<file path="src/rtl/ann_layer_sequencer_if.sv">
// Controller/buffer/MAC handshake bundle of the ANN layer input sequencer.
interface ann_layer_sequencer_if #(
    parameter int unsigned ADDR_W = 7
) ();
    logic              start;
    logic [ADDR_W-1:0] max_input;
    logic              data_ready;
    logic              abort;
    logic              acc_clear;
    logic              rd_en;
    logic [ADDR_W-1:0] rd_addr;
    logic              mac_en;
    logic [ADDR_W-1:0] mac_idx;
    logic              busy;
    logic              layer_done;

    // Environment side: controller commands and buffer readiness.
    modport master (
        output start, max_input, data_ready, abort,
        input  acc_clear, rd_en, rd_addr, mac_en, mac_idx, busy, layer_done
    );

    // Sequencer side.
    modport slave (
        input  start, max_input, data_ready, abort,
        output acc_clear, rd_en, rd_addr, mac_en, mac_idx, busy, layer_done
    );
endinterface

</file>
<file path="src/rtl/ann_layer_sequencer.sv">
// Per-layer input sequencer: clears accumulators, walks the shared read
// address 0..lim-1 under a ready handshake, and delays each accepted read
// by the memory latency to form the MAC enables.
module ann_layer_sequencer #(
    parameter int unsigned ADDR_W      = 7,
    parameter int unsigned MEM_LATENCY = 1
) (
    input logic                  clk,
    input logic                  n_rst,
    ann_layer_sequencer_if.slave bus
);
    localparam int unsigned CNT_W = 2;

    typedef enum logic [2:0] {
        IDLE  = 3'd0,
        CLEAR = 3'd1,
        ISSUE = 3'd2,
        DRAIN = 3'd3,
        DONE  = 3'd4
    } state_t;

    state_t            state;
    state_t            state_next;
    logic [ADDR_W-1:0] lim;
    logic [ADDR_W-1:0] lim_next;
    logic [ADDR_W-1:0] idx;
    logic [ADDR_W-1:0] idx_next;
    logic [CNT_W-1:0]  cnt;
    logic [CNT_W-1:0]  cnt_next;
    logic              accept;
    logic              pipe_valid [MEM_LATENCY];
    logic [ADDR_W-1:0] pipe_idx   [MEM_LATENCY];

    // A read is taken whenever a request is up and the buffer is ready.
    assign accept = (state == ISSUE) && bus.data_ready;

    // State and counter registers.
    always_ff @(posedge clk or negedge n_rst) begin
        if (!n_rst) begin
            state <= IDLE;
            lim   <= '0;
            idx   <= '0;
            cnt   <= '0;
        end else begin
            state <= state_next;
            lim   <= lim_next;
            idx   <= idx_next;
            cnt   <= cnt_next;
        end
    end

    // Next-state, index and drain-counter logic; abort overrides everything.
    always_comb begin
        state_next = state;
        lim_next   = lim;
        idx_next   = idx;
        cnt_next   = cnt;
        unique case (state)
            IDLE: begin
                if (bus.start) begin
                    state_next = CLEAR;
                    lim_next   = bus.max_input;
                    idx_next   = '0;
                end
            end
            CLEAR: begin
                state_next = (lim == '0) ? DONE : ISSUE;
            end
            ISSUE: begin
                if (accept) begin
                    // lim is non-zero here, so lim-1 cannot underflow.
                    if (idx == lim - ADDR_W'(1)) begin
                        state_next = DRAIN;
                        idx_next   = '0;
                        cnt_next   = CNT_W'(MEM_LATENCY - 1);
                    end else begin
                        idx_next = idx + ADDR_W'(1);
                    end
                end
            end
            DRAIN: begin
                if (cnt == '0) begin
                    state_next = DONE;
                end else begin
                    cnt_next = cnt - CNT_W'(1);
                end
            end
            DONE: begin
                state_next = IDLE;
            end
            default: begin
                state_next = IDLE;
            end
        endcase
        if (bus.abort) begin
            state_next = IDLE;
            lim_next   = lim;
            idx_next   = '0;
        end
    end

    // Latency pipeline of {valid, idx}; keeps shifting through stalls.
    always_ff @(posedge clk or negedge n_rst) begin
        if (!n_rst) begin
            for (int i = 0; i < int'(MEM_LATENCY); i++) begin
                pipe_valid[i] <= 1'b0;
                pipe_idx[i]   <= '0;
            end
        end else begin
            pipe_valid[0] <= accept && !bus.abort;
            pipe_idx[0]   <= idx;
            for (int i = 1; i < int'(MEM_LATENCY); i++) begin
                pipe_valid[i] <= pipe_valid[i-1] && !bus.abort;
                pipe_idx[i]   <= pipe_idx[i-1];
            end
        end
    end

    // Outputs are decoded from state and pipeline registers only.
    assign bus.acc_clear  = (state == CLEAR);
    assign bus.rd_en      = (state == ISSUE);
    assign bus.rd_addr    = idx;
    assign bus.mac_en     = pipe_valid[MEM_LATENCY-1];
    assign bus.mac_idx    = pipe_valid[MEM_LATENCY-1] ? pipe_idx[MEM_LATENCY-1] : '0;
    assign bus.busy       = (state != IDLE);
    assign bus.layer_done = (state == DONE);
endmodule

</file>
<file path="src/flat_wrapper.sv">
// flat-port wrapper written by rule: the top's interface ports become plain ports
module ann_layer_sequencer_flat 
#(
    parameter int unsigned ADDR_W      = 7,
    parameter int unsigned MEM_LATENCY = 1
)
  (clk, n_rst, bus_start, bus_max_input, bus_data_ready, bus_abort, bus_acc_clear, bus_rd_en, bus_rd_addr, bus_mac_en, bus_mac_idx, bus_busy, bus_layer_done);
  ann_layer_sequencer_if #(.ADDR_W(ADDR_W)) bus_i ();
  input logic clk;
  input logic n_rst;
  input wire logic [$bits(bus_i.start)-1:0] bus_start;
  input wire logic [$bits(bus_i.max_input)-1:0] bus_max_input;
  input wire logic [$bits(bus_i.data_ready)-1:0] bus_data_ready;
  input wire logic [$bits(bus_i.abort)-1:0] bus_abort;
  output wire logic [$bits(bus_i.acc_clear)-1:0] bus_acc_clear;
  output wire logic [$bits(bus_i.rd_en)-1:0] bus_rd_en;
  output wire logic [$bits(bus_i.rd_addr)-1:0] bus_rd_addr;
  output wire logic [$bits(bus_i.mac_en)-1:0] bus_mac_en;
  output wire logic [$bits(bus_i.mac_idx)-1:0] bus_mac_idx;
  output wire logic [$bits(bus_i.busy)-1:0] bus_busy;
  output wire logic [$bits(bus_i.layer_done)-1:0] bus_layer_done;
  assign bus_i.start = bus_start;
  assign bus_i.max_input = bus_max_input;
  assign bus_i.data_ready = bus_data_ready;
  assign bus_i.abort = bus_abort;
  assign bus_acc_clear = bus_i.acc_clear;
  assign bus_rd_en = bus_i.rd_en;
  assign bus_rd_addr = bus_i.rd_addr;
  assign bus_mac_en = bus_i.mac_en;
  assign bus_mac_idx = bus_i.mac_idx;
  assign bus_busy = bus_i.busy;
  assign bus_layer_done = bus_i.layer_done;
  ann_layer_sequencer #(.ADDR_W(ADDR_W), .MEM_LATENCY(MEM_LATENCY)) u_core (.clk(clk), .n_rst(n_rst), .bus(bus_i));
endmodule
</file>
<file path="config.mk">
export PLATFORM = sky130hd
export DESIGN_NAME = ann_layer_sequencer_flat
export DESIGN_NICKNAME = d
export VERILOG_FILES = /design/src/rtl/ann_layer_sequencer_if.sv /design/src/rtl/ann_layer_sequencer.sv /design/src/flat_wrapper.sv
export SDC_FILE = /design/constraint.sdc
export NUM_CORES = 1
export LEC_CHECK = 0
export CAP_MARGIN = 10
export CORE_UTILIZATION = 47
export CTS_BUF_LIST = sky130_fd_sc_hd__clkbuf_2 sky130_fd_sc_hd__clkbuf_4 sky130_fd_sc_hd__clkbuf_8
export DETAILED_ROUTE_END_ITERATION = 7
export HOLD_SLACK_MARGIN = 0.15
export PLACE_DENSITY = 0.78
export SLEW_MARGIN = 40
export SYNTH_ARGS = -nofsm -noshare
export SYNTH_HDL_FRONTEND = slang
export SYNTH_SLANG_ARGS = --single-unit
</file>
<file path="constraint.sdc">
create_clock -name clk -period 2.03 [get_ports clk]
set_input_delay 0.3045 -clock clk [delete_from_list [all_inputs] [get_ports clk]]
set_output_delay 0.3045 -clock clk [all_outputs]
set_load 0.05 [all_outputs]
</file>
==> impl_metrics.csv <==
group,metric,value,unit
setup_path,reg2reg_from,"u_core.lim[1]",
floorplanning,die_h,57.7,um
setup_path,critical_path_class,"flip-flop to output port",
route,ant_nets,0,
yosys,syn_nets,154,
yosys,ys_async_sr_fraction,100,%
power,irDropWorstVdd,0.000493,V
timing,tightestPinTransition,0.515,ns
finish,nFillCells,222,
clock_network,clkLatencyLatePin,0.33,ns
timing,finalSetupTns,0,ns
placed_design,routabilityCongestion,0.870,
floorplanning,io_pins,31,
timing,fin_crit,1.91,ns
status,violations,"design-rule violations",
placed_design,io_buffers,30,
clock_network,cts.hold.buffers_added,0,
timing,setup_violations,0,
setup_path,crit_buf_inv,1,
yosys,synth.avg_cell_area,10.6,sq um
power,total_power,1.34,mW
finish,antenna_cells,0,
floorplanning,initial_utilization,51.1,%
grt,grt_pass1_vias,1142,
grt,track_usage,19.9,%
route,drtPass1Iterations,8,
grt,gr-total-overflow,0,
setup_path,cp_max_fo,8,
placed_design,preCtsSetupSlack,0.115,ns
timing,post-route-period-util,93.9,%
grt,grt_pass1_wl,5150,um
placed_design,dp_hpwl,2170,um
route,viasPerCell,5.61,
power,leakage,0.935,nW
timing,finClkSkew,0.00455,ns
route,drc_errors,3,
clock_network,cts_root_buf,"clkbuf_4",
floorplanning,fp.dieArea,3330,sq um
setup_path,cp_slowest_cell,"clkdlybuf4s50_1",
clock_network,clkSinkCount,27,
setup_path,endpoint_kind,"output port",
finish,drive_above_1_share,16.2,%
yosys,yosys_warnings,0,
yosys,synthFlopType,"dfrtp_1",
clock_network,htreeDepth,1,
power,powerDensity,730,nW/um^2
floorplanning,core-area,2850,sq um
setup_path,setup.worst_path.start,"u_core.bus.mac_en",
finish,synthToLayoutAreaGrowth,26.1,%
worst_hold_path,hold_path.class,"input port to async pin",
setup_path,crit_family,"buffers and inverters",
clock_network,clock_path_buffers,2,
timing,setup_slack,0.123,ns
route,routed_wl,2930,um
clock_network,cts_tree,"yes",
finish,utilization,64.4,%
grt,grt_max_degree,28,
yosys,synth_area,1460,sq um
route,drtIter0Drc,49,
yosys,seq_area_frac_synth,46.4,%
timing,rsz0062_at_grt,"false",
timing,hold_violations,0,
setup_path,cp.required,1.73,ns
status,status,"finished with violations",
yosys,synth_cell_types,35,
setup_path,worstPathArrival,1.60,ns
setup_path,max_stage_delay,0.83,ns
floorplanning,die_width,57.7,um
timing,slew_viol_final,0,
yosys,ys_ff_latch,27,
yosys,synth_cells,138,
setup_path,crit_chain,"clkdlybuf4s50_1",
clock_network,cts-buffers-inserted,3,
yosys,synth-edff-count,0,
clock_network,clk_pin_slew,0.15,ns
setup_path,rrSetupSlack,0.14,ns
route,detail_route.wl_per_cell,14.4,um
finish,fin_nets,190,
setup_path,critPathLaunchType,"flip-flop",
run,maxCapViolCount,0,
floorplanning,fp-row-count,19,
route,vias,1144,
grt,grt_antenna_before_repair,0,
timing,slew_headroom,65.5,%
timing,max_freq,524,MHz
registers in the layout, indices dropped and copies added, names as in the netlist:
signal / flops
u_core.bus.mac_en: 1
u_core.bus.rd_addr: 7
u_core.cnt: 2
u_core.lim: 7
u_core.pipe_idx: 7
u_core.state: 3
metal layers:
| metal | global-route usage (%) | vias up | share of wire [%] |
|---|---|---|---|
| met5 | 0 | - | 0 |
| li1 | - | 557 | - |
| met2 | 35.0 | 37 | 51 |
| met4 | 5.44 | 0 | 0.92 |
| met3 | 2.68 | 5 | 3.5 |
| met1 | 26.0 | 545 | 45 |
layout by cell type (no fill, tap or decap), drive strengths merged, types with 3 or more instances in the layout:
| master | Yosys | final |
|---|---|---|
| ha | 4 | 4 |
| buf | 1 | 10 |
| clkdlybuf4s50 | 0 | 13 |
| dfrtp | 27 | 27 |
| dlymetal6s2s | 0 | 5 |
| clkbuf | 4 | 3 |
| nand3 | 5 | 5 |
| a21oi | 4 | 4 |
| dlygate4sd2 | 0 | 8 |
| xor2 | 3 | 3 |
| nor3 | 4 | 4 |
| o21ai | 8 | 8 |
| xnor2 | 7 | 7 |
| and2 | 8 | 8 |
| mux2 | 7 | 7 |
| nand2 | 14 | 14 |
| a31oi | 4 | 4 |
| nor2 | 7 | 7 |
| inv | 7 | 7 |
repair_timing:
action                                  CTS  global route
endpoints found under the setup margin    8            15
resized for setup                         8             5
hold endpoints to repair                  0             0
setup buffers                             0             1
logic make-up after synthesis:
kind of cell / synth area share [%]
AND/OR/NAND/NOR: 21.4
XOR/XNOR: 6.01
multiplexers: 6.78
adder cells (fa/ha/maj): 3.43
flip-flops: 46.4
AO/OA/AOI/OAI: 12.4
buffers and inverters: 3.61
area by class of cell:
cell class | instances | area (sq um) | share of cell area, %
Sequential cell | 27 | 676 | 36.8
Clock inverter | 1 | 7.51 | 0.408
Multi-Input combinational cell | 99 | 729 | 39.7
Timing Repair Buffer | 36 | 338 | 18.4
Tap cell | 31 | 38.8 | 2.11
Inverter | 7 | 26.3 | 1.43
Clock buffer | 3 | 22.5 | 1.23
power breakdown:
group | switching, mW | leakage [nW] | internal, mW
clock network | 0.164 | 0.0139 | 0.0754
logic | 0.223 | 0.567 | 0.205
registers | 0.0744 | 0.354 | 0.599
total | 0.462 | 0.935 | 0.879
final timing paths:
kind / end / cells past startpoint
setup / recovery: bus_mac_en / 1
hold / removal: u_core.bus.rd_addr[5] / 2
setup reg to reg: u_core.bus.rd_addr[1] / 8
hold reg to reg: u_core.cnt[0] / 1
max in group asynchronous: u_core.state[0] / 2
min in group clk: u_core.cnt[0] / 1
per-stage QoR:
stage,std cells,hold WS [ns],cell area [sq um]
6_report,204,0.328,1840
5_1_grt,204,0.362,1840
4_1_cts,203,0.341,1820
3_5_place_dp,199,0.508,1800
3_3_place_gp,199,0.489,1800
2_1_floorplan,138,0.00891,1460
cell usage after synthesis, drive strengths merged, types with 5 or more instances:
| master | n | area (sq um) |
|---|---|---|
| o21ai | 8 | 40.0 |
| dfrtp | 27 | 676 |
| nand3 | 5 | 25.0 |
| and2 | 8 | 50.1 |
| mux2 | 7 | 78.8 |
| nor2 | 7 | 28.8 |
| nand2 | 14 | 52.6 |
| inv | 7 | 26.3 |
| xnor2 | 7 | 61.3 |
Power figures use the tool's default switching activity.
